==> src/rtl/forward_hazard_ctrl_if.sv <==
// rtl/forward_hazard_ctrl_if.sv - pipeline-to-hazard-controller signal bundle
// master: pipeline side driving register ids and controls; slave: the hazard controller.
interface forward_hazard_ctrl_if #(
  parameter int REG_AW  = 5,
  parameter int NUM_SRC = 2
);
  logic [NUM_SRC*REG_AW-1:0] ex_src_addr;
  logic [NUM_SRC*REG_AW-1:0] id_src_addr;
  logic [NUM_SRC-1:0]        id_src_used;
  logic [REG_AW-1:0]         id_ex_RegD;
  logic                      id_ex_RegWrite;
  logic                      id_ex_MemRead;
  logic                      id_ex_MulOp;
  logic [REG_AW-1:0]         ex_m_RegD;
  logic                      ex_m_RegWrite;
  logic [REG_AW-1:0]         mem_wb_RegD;
  logic                      mem_wb_RegWrite;
  logic                      ex_flush;
  logic [2*NUM_SRC-1:0]      fwd_sel;
  logic                      stall;
  logic                      bubble_ex;
  logic                      bubble_mem;

  modport master (
    output ex_src_addr, id_src_addr, id_src_used,
    output id_ex_RegD, id_ex_RegWrite, id_ex_MemRead, id_ex_MulOp,
    output ex_m_RegD, ex_m_RegWrite, mem_wb_RegD, mem_wb_RegWrite, ex_flush,
    input  fwd_sel, stall, bubble_ex, bubble_mem
  );

  modport slave (
    input  ex_src_addr, id_src_addr, id_src_used,
    input  id_ex_RegD, id_ex_RegWrite, id_ex_MemRead, id_ex_MulOp,
    input  ex_m_RegD, ex_m_RegWrite, mem_wb_RegD, mem_wb_RegWrite, ex_flush,
    output fwd_sel, stall, bubble_ex, bubble_mem
  );
endinterface

==> src/rtl/forward_hazard_ctrl.sv <==
// rtl/forward_hazard_ctrl.sv - operand forwarding, load-use and multi-cycle multiply hazard control
// Optional stall statistics counter enabled by FWD_STALL_STATS_EN.
module forward_hazard_ctrl #(
  parameter int REG_AW  = 5,
  parameter int NUM_SRC = 2,
  parameter int MUL_LAT = 3
) (
  input  logic                 clk,
  input  logic                 rst_n,
  forward_hazard_ctrl_if.slave hz
`ifdef FWD_STALL_STATS_EN
  ,
  output logic [15:0]          stall_cnt
`endif
);
  localparam int CW = $clog2(MUL_LAT) + 1;
  // First hold cycle is spent in IDLE, so the busy phase covers MUL_LAT-2 more.
  localparam logic [CW-1:0] CNT_LOAD = (MUL_LAT > 1) ? CW'(MUL_LAT - 2) : '0;

  typedef enum logic {IDLE, MUL_BUSY} state_t;

  state_t         state, stateNext;
  logic [CW-1:0]  cnt, cntNext;
  logic           mulHold;
  logic           loadUse;

  always_comb begin
    hz.fwd_sel = '0;
    for (int i = 0; i < NUM_SRC; i++) begin
      if (hz.ex_m_RegWrite && hz.ex_m_RegD != '0 &&
          hz.ex_m_RegD == hz.ex_src_addr[i*REG_AW +: REG_AW])
        hz.fwd_sel[2*i +: 2] = 2'b10;
      else if (hz.mem_wb_RegWrite && hz.mem_wb_RegD != '0 &&
               hz.mem_wb_RegD == hz.ex_src_addr[i*REG_AW +: REG_AW])
        hz.fwd_sel[2*i +: 2] = 2'b01;
    end
  end

  always_comb begin
    loadUse = 1'b0;
    if (hz.id_ex_MemRead && hz.id_ex_RegWrite && hz.id_ex_RegD != '0) begin
      for (int i = 0; i < NUM_SRC; i++) begin
        if (hz.id_src_used[i] && hz.id_src_addr[i*REG_AW +: REG_AW] == hz.id_ex_RegD)
          loadUse = 1'b1;
      end
    end
  end

  always_ff @(posedge clk or negedge rst_n) begin
    if (!rst_n) begin
      state <= IDLE;
      cnt   <= '0;
    end else begin
      state <= stateNext;
      cnt   <= cntNext;
    end
  end

  always_comb begin
    stateNext = state;
    cntNext   = cnt;
    if (hz.ex_flush) begin
      stateNext = IDLE;
      cntNext   = '0;
    end else begin
      case (state)
        IDLE: begin
          if (hz.id_ex_MulOp && MUL_LAT > 1) begin
            stateNext = MUL_BUSY;
            cntNext   = CNT_LOAD;
          end
        end
        MUL_BUSY: begin
          if (cnt != '0) cntNext = cnt - CW'(1);
          else           stateNext = IDLE;
        end
        default: stateNext = IDLE;
      endcase
    end
  end

  // rst_n gates the hold so a reset mid-multiply releases the pipeline immediately.
  always_comb begin
    mulHold       = 1'b0;
    hz.stall      = 1'b0;
    hz.bubble_ex  = 1'b0;
    hz.bubble_mem = 1'b0;
    if (rst_n && !hz.ex_flush) begin
      case (state)
        IDLE:     mulHold = hz.id_ex_MulOp && (MUL_LAT > 1);
        MUL_BUSY: mulHold = (cnt != '0);
        default:  mulHold = 1'b0;
      endcase
    end
    if (mulHold) begin
      hz.stall      = 1'b1;
      hz.bubble_mem = 1'b1;
    end else if (loadUse && !hz.ex_flush) begin
      hz.stall      = 1'b1;
      hz.bubble_ex  = 1'b1;
    end
  end

`ifdef FWD_STALL_STATS_EN
  always_ff @(posedge clk or negedge rst_n) begin
    if (!rst_n)
      stall_cnt <= '0;
    else if (hz.stall && stall_cnt != 16'hFFFF)
      stall_cnt <= stall_cnt + 16'd1;
  end
`endif
endmodule

==> src/flat_wrapper.sv <==
// flat-port wrapper written by rule: the top's interface ports become plain ports
module forward_hazard_ctrl_flat 
#(
  parameter int REG_AW  = 5,
  parameter int NUM_SRC = 2,
  parameter int MUL_LAT = 3
)
  (clk, rst_n, hz_ex_src_addr, hz_id_src_addr, hz_id_src_used, hz_id_ex_RegD, hz_id_ex_RegWrite, hz_id_ex_MemRead, hz_id_ex_MulOp, hz_ex_m_RegD, hz_ex_m_RegWrite, hz_mem_wb_RegD, hz_mem_wb_RegWrite, hz_ex_flush, hz_fwd_sel, hz_stall, hz_bubble_ex, hz_bubble_mem);
  forward_hazard_ctrl_if #(.REG_AW(REG_AW), .NUM_SRC(NUM_SRC)) hz_i ();
  input  logic clk;
  input  logic rst_n;
  input wire logic [$bits(hz_i.ex_src_addr)-1:0] hz_ex_src_addr;
  input wire logic [$bits(hz_i.id_src_addr)-1:0] hz_id_src_addr;
  input wire logic [$bits(hz_i.id_src_used)-1:0] hz_id_src_used;
  input wire logic [$bits(hz_i.id_ex_RegD)-1:0] hz_id_ex_RegD;
  input wire logic [$bits(hz_i.id_ex_RegWrite)-1:0] hz_id_ex_RegWrite;
  input wire logic [$bits(hz_i.id_ex_MemRead)-1:0] hz_id_ex_MemRead;
  input wire logic [$bits(hz_i.id_ex_MulOp)-1:0] hz_id_ex_MulOp;
  input wire logic [$bits(hz_i.ex_m_RegD)-1:0] hz_ex_m_RegD;
  input wire logic [$bits(hz_i.ex_m_RegWrite)-1:0] hz_ex_m_RegWrite;
  input wire logic [$bits(hz_i.mem_wb_RegD)-1:0] hz_mem_wb_RegD;
  input wire logic [$bits(hz_i.mem_wb_RegWrite)-1:0] hz_mem_wb_RegWrite;
  input wire logic [$bits(hz_i.ex_flush)-1:0] hz_ex_flush;
  output wire logic [$bits(hz_i.fwd_sel)-1:0] hz_fwd_sel;
  output wire logic [$bits(hz_i.stall)-1:0] hz_stall;
  output wire logic [$bits(hz_i.bubble_ex)-1:0] hz_bubble_ex;
  output wire logic [$bits(hz_i.bubble_mem)-1:0] hz_bubble_mem;
  assign hz_i.ex_src_addr = hz_ex_src_addr;
  assign hz_i.id_src_addr = hz_id_src_addr;
  assign hz_i.id_src_used = hz_id_src_used;
  assign hz_i.id_ex_RegD = hz_id_ex_RegD;
  assign hz_i.id_ex_RegWrite = hz_id_ex_RegWrite;
  assign hz_i.id_ex_MemRead = hz_id_ex_MemRead;
  assign hz_i.id_ex_MulOp = hz_id_ex_MulOp;
  assign hz_i.ex_m_RegD = hz_ex_m_RegD;
  assign hz_i.ex_m_RegWrite = hz_ex_m_RegWrite;
  assign hz_i.mem_wb_RegD = hz_mem_wb_RegD;
  assign hz_i.mem_wb_RegWrite = hz_mem_wb_RegWrite;
  assign hz_i.ex_flush = hz_ex_flush;
  assign hz_fwd_sel = hz_i.fwd_sel;
  assign hz_stall = hz_i.stall;
  assign hz_bubble_ex = hz_i.bubble_ex;
  assign hz_bubble_mem = hz_i.bubble_mem;
  forward_hazard_ctrl #(.REG_AW(REG_AW), .NUM_SRC(NUM_SRC), .MUL_LAT(MUL_LAT)) u_core (.clk(clk), .rst_n(rst_n), .hz(hz_i));
endmodule
==> config.mk <==
export PLATFORM = sky130hd
export DESIGN_NAME = forward_hazard_ctrl_flat
export DESIGN_NICKNAME = d
export VERILOG_FILES = /design/src/rtl/forward_hazard_ctrl_if.sv /design/src/rtl/forward_hazard_ctrl.sv /design/src/flat_wrapper.sv
export SDC_FILE = /design/constraint.sdc
export NUM_CORES = 1
export LEC_CHECK = 0
export CELL_PAD_IN_SITES_DETAIL_PLACEMENT = 1
export CELL_PAD_IN_SITES_GLOBAL_PLACEMENT = 2
export CORE_UTILIZATION = 14
export DETAILED_ROUTE_END_ITERATION = 7
export PLACE_DENSITY = 0.72
export SLEW_MARGIN = 10
export SYNTH_ARGS = -nofsm -noshare
export SYNTH_HDL_FRONTEND = slang
export SYNTH_SLANG_ARGS = --single-unit
==> constraint.sdc <==
create_clock -name clk -period 1.4 [get_ports clk]
set_input_delay 0.14 -clock clk [delete_from_list [all_inputs] [get_ports clk]]
set_output_delay 0.14 -clock clk [all_outputs]
set_load 0.02 [all_outputs]
==> results.cfg <==
[synth]
synth_fp_nets = 121
synth_edf_count = 0
synth_seq_cells = 4
yosysWarnings = 0
synth_cells = 74
ys.flop_type = dfrtp_1
seq_area_frac_synth = 0.156
ys_types = 27
synth_area_per_cell_sq_um = 8.69
syn-cell-area_sq_um = 643
synthArstFlopShare = 1.00

[critical_path]
reg2reg_slack_ns = 0.07
r2r_cells = 6
slowest_stage = dfrtp_1
cp_common_cell = buf_6
crit_fanout = 3
crit_family = simple AND/OR/NAND/NOR gates
slowest_delay_ns = 0.35
cp-end-kind = primary output
arrival_ns = 1.60
path_cells = inv_2 > ha_4 > nor2b_4 > a211oi_2 > and2_4 > buf_6 > nor3_4 > buf_6
path_buf_inv = 3
crit_path_start = u_core.cnt[1]
cp.required_ns = 1.26
worstSetupStartpointType = flop
critical_path_class = flop to primary output
reg2reg_from = u_core.cnt[0]
reg2reg_to = u_core.cnt[0]
worst-path-stages = 8
crit_path_end = hz_bubble_ex

[sta]
relSlewSlack = 0.768
hold_viol = 0
timing.final.max_slew_violations = 0
setup_tns_ns = -1.40
rsz0062_at_grt = true
period_share = 1.24
whs_ns = 0.231
finalSetupViolCount = 6
layout_setup_ws_ns = -0.338
finalClockSkew_ns = 0.000503
tightest_slew_ns = 0.349
fin_crit_ns = 1.74
max_freq_ghz = 0.575

[route]
drt_wl_total_um = 3070
wl_met3_um = 22
drt-met1-wl_um = 1110
vias_per_cell = 4.10
wl_met2_um = 1910
drtIter0Drc = 4
drt.antenna.violating_nets = 0
highest_layer = met4
wl_per_cell_um = 14.4
drc_errors = 0
drt_pre_antenna_iters = 4
vias = 874

[run_status]
violations = setup timing
outcome = complete, but fails checks

[grt]
grt_use_total = 0.129
grt_pass1_vias = 1039
antenna_found_initial = 0
grt_overflow = 0
grt_pass1_wl_um = 5020
grt_max_degree = 6

[cells_and_area]
area_delta_synth_final_pct = 170
drive_above_1_share = 0.584
final_cells = 213
most-common-layout-cells = buf_4, xor2_1, clkdlybuf4s50_1
layout_commonest_cell = buf_4
antenna_cells = 0
nets = 210

[floorplanning]
pin_count = 52
die_h_um = 69.8
num_rows = 24
start_util = 0.147
core_area_sq_um = 4380
dieArea_sq_um = 4870
die_w_um = 69.8

[placement]
place_inst = 203
io_buffers = 51
gp_congestion = 0.779
detailed_place_hpwl_um = 2500

[clocking]
insertion_delay_ns = 0.21
htree_levels = 1
cts_tree = yes
clock_tree.root_cell = clkbuf_8
clkTransAtPathRegs_ns = 0.03
cts_num_sinks = 4
cts.path.max_buffers = 2
cts_buffers = 3

[min_path]
hold_class = input port to async pin

[power]
leakage_nw = 0.787
max-vdd-ir-drop_mv = 0.475
power_density_nw_per_um2 = 507

[run]
drv_cap = 0
-- logic make-up after synthesis --
family                   count (synthesis)  share of synthesized area
XOR/XNOR                                30                      0.409
AND/OR/NAND/NOR                         23                      0.230
AO/OA/AOI/OAI                           10                      0.117
flip-flops                               4                      0.156
buffers and inverters                    3                     0.0175
multiplexers                             2                     0.0331
adder cells (fa/ha/maj)                  2                     0.0389
-- flip-flops by register name, summed over array words and instances (netlist names) --
| name | flops |
|---|---|
| u_core.cnt | 3 |
| u_core.state | 1 |
-- metrics by stage --
step	power, mW	instance area (sq um)	util	setup WS (ns)
2_1_floorplan	0.295	713	-	-0.00135
3_3_place_gp	0.551	1480	0.338	-1.06
3_5_place_dp	0.565	1480	0.338	-1.09
4_1_cts	0.861	1660	0.379	-0.368
5_1_grt	0.940	1740	0.396	-0.418
6_report	0.881	1740	0.396	-0.338
-- cell type report --
cell class	count	area (sq um)
Inverter	3	11.3
Multi-Input combinational cell	67	769
Sequential cell	4	100
Fill cell	511	2650
Clock buffer	3	41.3
Timing Repair Buffer	84	751
Tap cell	52	65.1
-- power by group --
group	switching [mW]	internal, mW
Combinational	0.213	0.299
Clock	0.0527	0.183
Sequential	0.00716	0.126
Total	0.273	0.608
-- cell usage after synthesis, types with 2 or more instances --
library cell  instances  share of area
nor2_1                4          0.023
or4_1                 5          0.058
nor4_2                2          0.039
xor2_1               22           0.30
xnor2_1               8           0.11
a21oi_1               2          0.016
nor4_1                4          0.039
inv_1                 3          0.018
nand3_1               2          0.016
dfrtp_1               4           0.16
ha_1                  2          0.039
-- per-layer routing --
| metal | vias up | GRT usage |
|---|---|---|
| li1 | 440 | - |
| met1 | 421 | 0.143 |
| met2 | 9 | 0.266 |
| met3 | 4 | 0.00436 |
| met4 | 0 | 0.0267 |
| met5 | - | 0 |
-- what timing repair did --
item / in CTS / in global routing
resized for setup: 120 / 34
endpoints found under the setup margin: 7 / 8
setup buffers: 6 / 5
pin swaps: 22 / 25
hold buffers: 0 / 0
cloned: 0 / 0
-- how the worst min path moves through the flow --
| stage | from | end | slack, ns |
|---|---|---|---|
| floorplan | rst_n | u_core.cnt[0] | -0.16 |
| global placement | rst_n | u_core.state | 0.43 |
| detailed placement | rst_n | u_core.cnt[0] | 0.46 |
| CTS | rst_n | u_core.state | 0.23 |
| global route | rst_n | u_core.cnt[0] | 0.26 |
| finish | rst_n | u_core.state | 0.23 |
Note: power is estimated with default switching activity, not from simulation.
